<file path="config.mk">
export PLATFORM = sky130hd
export DESIGN_NAME = seg_scan_capture
export DESIGN_NICKNAME = d
export VERILOG_FILES = /design/src/rtl/seg_scan_capture.sv
export SDC_FILE = /design/constraint.sdc
export NUM_CORES = 1
export LEC_CHECK = 0
export ABC_CLOCK_PERIOD_IN_PS = 6100
export BUFFER_PORTS_ARGS = -buffer_cell sky130_fd_sc_hd__buf_2
export CORE_UTILIZATION = 45
export CTS_CLUSTER_SIZE = 24
export DETAILED_ROUTE_END_ITERATION = 10
export PLACE_DENSITY_LB_ADDON = 0.12
export SLEW_MARGIN = 0
export SYNTH_ARGS = -nofsm -noshare
export SYNTH_HDL_FRONTEND = slang
export SYNTH_SLANG_ARGS = --single-unit
</file>
<file path="constraint.sdc">
create_clock -name clk -period 6.1 [get_ports clk]
set_clock_uncertainty 0.15 [all_clocks]
set_input_delay 0.305 -clock clk [delete_from_list [all_inputs] [get_ports clk]]
set_output_delay 0.305 -clock clk [all_outputs]
set_load 0.03 [all_outputs]
</file>
<file path="src/rtl/seg_scan_capture.sv">
// seg_scan_capture: rebuilds per-digit BCD content from a scanned 7-segment / digit-select bus.
// Optional build macro SEG_SCAN_LOST_EN adds a scan-timeout monitor and the scan_lost output.
module seg_scan_capture #(
    parameter int NUM_DIGITS    = 8,
    parameter int STABLE_FRAMES = 2,
    parameter int LOST_CYCLES   = 1024
) (
    input  logic                    clk,
    input  logic                    rst,
    input  logic [6:0]              segment_in,
    input  logic [7:0]              anode_ctrl_in,
    output logic [4*NUM_DIGITS-1:0] digit_val,
    output logic [NUM_DIGITS-1:0]   digit_blank,
    output logic                    frame_done,
    output logic                    err_anode,
    output logic                    err_pattern
`ifdef SEG_SCAN_LOST_EN
    ,
    output logic                    scan_lost
`endif
);

    localparam logic [2:0] STABLE_CNT = 3'(STABLE_FRAMES);

    typedef struct packed {
        logic       known;
        logic       blank;
        logic [3:0] nib;
    } dec_t;

    function automatic dec_t decode_seg(input logic [6:0] seg);
        dec_t d;
        d = '{known: 1'b1, blank: 1'b0, nib: 4'h0};
        case (seg)
            7'h3F:   d.nib = 4'd0;
            7'h06:   d.nib = 4'd1;
            7'h5B:   d.nib = 4'd2;
            7'h4F:   d.nib = 4'd3;
            7'h66:   d.nib = 4'd4;
            7'h6D:   d.nib = 4'd5;
            7'h7D:   d.nib = 4'd6;
            7'h07:   d.nib = 4'd7;
            7'h7F:   d.nib = 4'd8;
            7'h6F:   d.nib = 4'd9;
            7'h00:   d.blank = 1'b1;
            default: begin
                d.known = 1'b0;
                d.nib   = 4'hF;
            end
        endcase
        return d;
    endfunction

    // Input stage: segment/anode pairs captured on the same edge stay paired.
    logic [6:0] seg_q;
    logic [7:0] an_q;

    logic [3:0] low_cnt;
    logic [2:0] an_idx;
    logic       an_valid;
    logic       an_err;
    logic       in_range;
    logic       visit;

    logic       last_valid;
    logic [2:0] last_idx;
    logic       prev_valid;
    logic [2:0] prev_idx;

    logic [6:0] cand [NUM_DIGITS];
    logic [2:0] cnt  [NUM_DIGITS];

    logic [6:0] hit_cand;
    logic [2:0] hit_cnt;
    logic [2:0] new_cnt;
    logic       commit_now;
    dec_t       dec;

    logic       commit_v;
    logic [2:0] commit_idx;
    logic [3:0] commit_nib;
    logic       commit_blank;

    logic       lost_fire;

    // NOTE: every always_comb output gets a default first so no path can infer a latch.
    always_comb begin
        low_cnt = 4'd0;
        an_idx  = 3'd0;
        for (int i = 0; i < 8; i++) begin
            if (!an_q[i]) begin
                low_cnt = low_cnt + 4'd1;
                an_idx  = 3'(i);
            end
        end
    end

    assign an_valid = (low_cnt == 4'd1);
    assign an_err   = (low_cnt > 4'd1);
    assign in_range = (int'(an_idx) < NUM_DIGITS);
    // A held index is one visit, so slow and 1-cycle scanners both advance the filter once.
    assign visit    = an_valid && (!last_valid || (an_idx != last_idx));
    assign dec      = decode_seg(seg_q);

    always_comb begin
        hit_cand = 7'h00;
        hit_cnt  = 3'd0;
        for (int k = 0; k < NUM_DIGITS; k++) begin
            if (int'(an_idx) == k) begin
                hit_cand = cand[k];
                hit_cnt  = lost_fire ? 3'd0 : cnt[k];
            end
        end
        if (seg_q == hit_cand) begin
            new_cnt = (hit_cnt >= STABLE_CNT) ? STABLE_CNT : hit_cnt + 3'd1;
        end else begin
            new_cnt = 3'd1;
        end
        commit_now = (new_cnt == STABLE_CNT);
    end

    // Visit stage: index tracking, pulses and the per-slot stability filter.
    always_ff @(posedge clk) begin
        if (rst) begin
            seg_q        <= 7'h00;
            an_q         <= 8'hFF;
            last_valid   <= 1'b0;
            last_idx     <= 3'd0;
            prev_valid   <= 1'b0;
            prev_idx     <= 3'd0;
            frame_done   <= 1'b0;
            err_anode    <= 1'b0;
            err_pattern  <= 1'b0;
            commit_v     <= 1'b0;
            commit_idx   <= 3'd0;
            commit_nib   <= 4'h0;
            commit_blank <= 1'b1;
            // NOTE: the filter arrays are reset explicitly; a mid-scan reset must drop partial counts.
            for (int k = 0; k < NUM_DIGITS; k++) begin
                cand[k] <= 7'h00;
                cnt[k]  <= 3'd0;
            end
        end else begin
            seg_q        <= segment_in;
            an_q         <= anode_ctrl_in;
            last_valid   <= an_valid;
            last_idx     <= an_idx;
            err_anode    <= an_err;
            frame_done   <= visit && in_range && prev_valid && !lost_fire && (an_idx <= prev_idx);
            err_pattern  <= visit && in_range && !dec.known;
            commit_v     <= visit && in_range && commit_now;
            commit_idx   <= an_idx;
            commit_nib   <= dec.nib;
            commit_blank <= dec.blank;

            if (visit) begin
                prev_valid <= 1'b1;
                prev_idx   <= an_idx;
            end else if (lost_fire) begin
                prev_valid <= 1'b0;
            end

            for (int k = 0; k < NUM_DIGITS; k++) begin
                if (visit && in_range && (int'(an_idx) == k)) begin
                    cand[k] <= seg_q;
                    cnt[k]  <= new_cnt;
                end else if (lost_fire) begin
                    cnt[k] <= 3'd0;
                end
            end
        end
    end

    // Commit stage: a commit and a timeout never come from the same sample, but timeout wins.
    always_ff @(posedge clk) begin
        if (rst) begin
            digit_val   <= '0;
            digit_blank <= '1;
        end else if (lost_fire) begin
            digit_val   <= '0;
            digit_blank <= '1;
        end else if (commit_v) begin
            for (int k = 0; k < NUM_DIGITS; k++) begin
                if (int'(commit_idx) == k) begin
                    digit_val[4*k +: 4] <= commit_nib;
                    digit_blank[k]      <= commit_blank;
                end
            end
        end
    end

`ifdef SEG_SCAN_LOST_EN
    localparam int                LOST_W   = $clog2(LOST_CYCLES + 1);
    localparam logic [LOST_W-1:0] LOST_MAX = LOST_W'(LOST_CYCLES);
    localparam logic [LOST_W-1:0] LOST_PRE = LOST_W'(LOST_CYCLES - 1);

    logic [LOST_W-1:0] lost_cnt;
    logic              visit_q;

    // Fires once, on the sample that brings the idle count up to LOST_CYCLES.
    assign lost_fire = !visit_q && (lost_cnt == LOST_PRE);

    always_ff @(posedge clk) begin
        if (rst) begin
            visit_q   <= 1'b0;
            lost_cnt  <= '0;
            scan_lost <= 1'b0;
        end else begin
            visit_q <= visit;
            if (visit_q) begin
                lost_cnt  <= '0;
                scan_lost <= 1'b0;
            end else if (lost_cnt != LOST_MAX) begin
                lost_cnt <= lost_cnt + 1'b1;
                if (lost_fire) begin
                    scan_lost <= 1'b1;
                end
            end
        end
    end
`else
    assign lost_fire = 1'b0;
`endif

endmodule

</file>
==> run_results.csv <==
group,metric,value,unit
detailed_routing,drt_iter0_drc,551,
setup_path,cp.required,6.06,ns
detailed_routing,wire_per_inst,19.58,µm
floorplanning,ios,60,
final_layout,layout_common_cells,"nor2_1, edfxtp_1, dfxtp_1",
cts,cts_tree,"done",
synthesis,syn_inst,713,
cts,ctsRootBufferMaster,"clkbuf_16",
floorplanning,rows,46,
cts,cts_sinks,152,
cts,clkTransAtPathRegs,0.06,ns
final_layout,n_antenna_cell,0,
cts,post_cts_buffers,0,
status,status,"finished clean",
setup_path,r2r-start,"an_q[1]$_SDFF_PP1_",
setup_path,slowest_delay,0.66,ns
floorplanning,die_h,129.5,µm
floorplanning,initial_core_util,46.05,%
synthesis,synth_top_family_by_area,"simple AND/OR/NAND/NOR gates",
setup_path,arrival,5.59,ns
placement,hpwlAfterDp,13500,µm
global_routing,grt_max_degree,79,
power_and_ir_drop,swShare,27.05,%
timing,finalHoldViolCount,0,
final_layout,final_layout_size_suffix_gt1_share,16.82,%
cts,h-tree-depth,4,
setup_path,crit_top_cell,"ha_1",
cts,clkLatencyLatePin,0.43,ns
synthesis,synthAdderAreaFrac,2.053,%
synthesis,syn_area_per_cell,10.26,µm²
flow_run,maxCapViolCount,0,
synthesis,yosys.area_share.xor_xnor,3.045,%
power_and_ir_drop,total_power,0.002521,W
global_routing,grt_first_pass_wirelength,29880,µm
synthesis,ys.flop_type,"edfxtp_1",
setup_path,cp_max_fo,10,
timing,min_period,5.632,ns
setup_path,slowest_stage,"or4_4",
timing,max_freq,177.6,MHz
min_path,hold_start,"rst",
final_layout,area_growth,15.70,%
final_layout,mostFrequentLayoutCell,"nor2_1",
timing,tns,0,ns
floorplanning,die_w,129.5,µm
placement,place_congestion,0.8877,
detailed_routing,drtAntennaViolNets,0,
timing,report.final.slew_viol_count,0,
global_routing,grtUsageTotal,24.43,%
power_and_ir_drop,clkPwrFrac,39.1,%
global_routing,grt_pass1_vias,5297,
setup_path,crit_path_start_kind,"flop",
synthesis,yosys_warnings,0,
final_layout,num-fill-cells,1446,
synthesis,synth_simple_gate_area_share,19.69,%
detailed_routing,viasPerCell,5.737,
floorplanning,core_area,15890,µm²
setup_path,critical_path.endpoint_type,"flop",
detailed_routing,dr.pass1.iters,8,
synthesis,synth-compound-area-share,11.85,%
placement,io_buffers,59,
final_layout,seqCellArea,3844,µm²
detailed_routing,drc,0,
synthesis,synth_edf_count,80,
power_and_ir_drop,pwr-share-comb,14.6,%
synthesis,ys_ff_latch,152,
setup_path,path_class,"reg -> reg",
timing,rsz0062_at_grt,"no",
timing,post-route-period-util,92.32,%
power_and_ir_drop,power_switching,0.0006819,W
final_layout,nets,795,
global_routing,grt_antenna_before_repair,0,
timing,tightest_slew,1.069,ns
timing,timing.slew.headroom,28.60,%
cts,clk_path_buf_depth,2,
synthesis,async_flop_share,0,%
power_and_ir_drop,seq_power_share,46.3,%
global_routing,grt.overflow.total,0,
timing,setup_viol_count_final,0,
power_and_ir_drop,internal_power,0.001840,W
power_and_ir_drop,p_leak,3.443,nW
min_path,hold_path_class,"in -> reg",
synthesis,synth_nets,742,
detailed_routing,wirelength,19480,µm
synthesis,yosysUniqueCellTypes,71,
power_and_ir_drop,powerDensity,297.9,nW/µm²
floorplanning,dieArea,16770,µm²
final_layout,multi_input_comb_area,3142,µm²
power_and_ir_drop,ir_worst_vdd,221.3,µV
synthesis,muxShareOfSynthArea,6.038,%
cts,cts_buffers,17,
setup_path,startpoint,"an_q[1]$_SDFF_PP1_",
synthesis,netlist_area,7315,µm²
detailed_routing,vias,5708,
setup_path,crit_chain,"inv_1 -> ha_1 -> xnor2_1 -> ha_1 -> inv_1 -> o21ai_0 -> ha_1 -> nand2b_1 -> nand2_1 -> ha_1 -> nor2b_1 -> nor3_1 -> inv_1 -> ha_1 -> nor2_1 -> a21oi_1 -> ha_1 -> nor2_1 -> a221o_1 -> nand4_1 -> or4_4 -> nand2b_2",
synthesis,ys_seq_area_share,52.55,%
==> cells by family after synthesis <==
family / Yosys count
multiplexers: 44
adder cells (fa/ha/maj): 12
buffers and inverters: 88
XOR/XNOR: 18
AND/OR/NAND/NOR: 277
AO/OA/AOI/OAI: 122
flip-flops: 152
==> worst max-delay path, delay by kind of cell, from the launching register on <==
kind / cells / cell delay [ns]
simple gates: 9 / 2.09
flops: 1 / 0.41
compound gates: 3 / 0.43
buf+inv: 3 / 0.20
xor+xnor: 1 / 0.17
fa+ha+maj: 6 / 1.86
==> power by group through the flow <==
stage / clock network [W] / registers [W] / logic (W)
after detailed placement: 0 / 0.00119 / 0.000352
after global placement: 0 / 0.00119 / 0.000346
after CTS: 0.00100 / 0.00117 / 0.000362
after global routing: 0.00105 / 0.00117 / 0.000402
after floorplan: 0 / 0.00117 / 0.000268
final: 0.000985 / 0.00117 / 0.000369
==> metal layers <==
layer / share of wire [%] / track usage (%) / up-vias
met2: 47 / 37.92 / 267
met1: 43 / 33.00 / 2739
li1: - / - / 2665
met3: 7.7 / 5.450 / 37
met5: 0 / 0 / -
met4: 2.5 / 10.26 / 0
==> worst paths after layout <==
kind | endpoint | slack [ns] | depth (start not counted)
hold / removal | digit_val[31]$_SDFFE_PP0P_ | 0.09 | 2
setup reg to reg | cand[1][10]$_SDFFCE_PN0P_ | 0.47 | 22
setup / recovery | cand[1][10]$_SDFFCE_PN0P_ | 0.47 | 22
hold reg to reg | frame_done$_SDFF_PP0_ | 0.30 | 2
==> registers in the layout (all words and copies together) (netlist names), 4 cells and up <==
register / cells
cand: 56
digit_val: 32
cnt: 24
an_q: 8
digit_blank: 8
seg_q: 7
commit_nib: 4
==> stage by stage <==
step           instance area [µm²]  setup slack, ns  hold WS [ns]  util [%]  cells
6_report                      8463           0.4684       0.09170     53.28    995
5_1_grt                       8463        0.0004321       0.09998     53.28    995
4_1_cts                       8443           0.1720        0.1062     53.15    995
3_5_place_dp                  7745           0.1960        0.2912     48.76    948
3_3_place_gp                  7745           0.4307        0.2908     48.76    948
2_1_floorplan                 7315           0.9466        0.2588         -    713
==> cells in the mapped netlist (4+ instances only) <==
cell      instances  share of area (%)
and2_1            7               0.60
nor4_1           12                1.0
mux2i_1          43                5.9
o211ai_1          5               0.51
nor2b_1          22                1.9
clkbuf_1         34                1.7
buf_2             9               0.62
edfxtp_1         80                 33
o22ai_1           4               0.34
xnor2_1          11                1.3
nand3_1          13               0.89
a31oi_1          11               0.94
nor3_1           19                1.3
nor2_1          107                5.5
nor3b_1          10                1.0
or2_2            11               0.94
dfxtp_1          72                 20
buf_1             4               0.21
nand2b_1         20                1.7
nand4_1           4               0.34
o21ai_0          14               0.96
nand4b_1          4               0.48
nand2_1          26                1.3
a211o_1          11                1.3
inv_1            38                2.0
a211oi_1          6               0.62
a21oi_1          28                1.9
ha_1             12                2.1
==> final cells by class <==
cell class,count,share of cell area [%]
multi-input cells,473,37.12
well taps,216,3.193
flip-flops and latches,152,45.42
clock buffers,22,5.381
inverters,39,1.730
clock inverters,10,1.094
repair buffers,83,6.061
==> repair_timing <==
action | in CTS | in global routing
gates resized for setup | 0 | 7
endpoints found under the hold margin | 15 | 0
endpoints found under the setup margin | 0 | 50
hold buffers | 15 | 0
No activity file was read; power rests on OpenSTA's default activity.
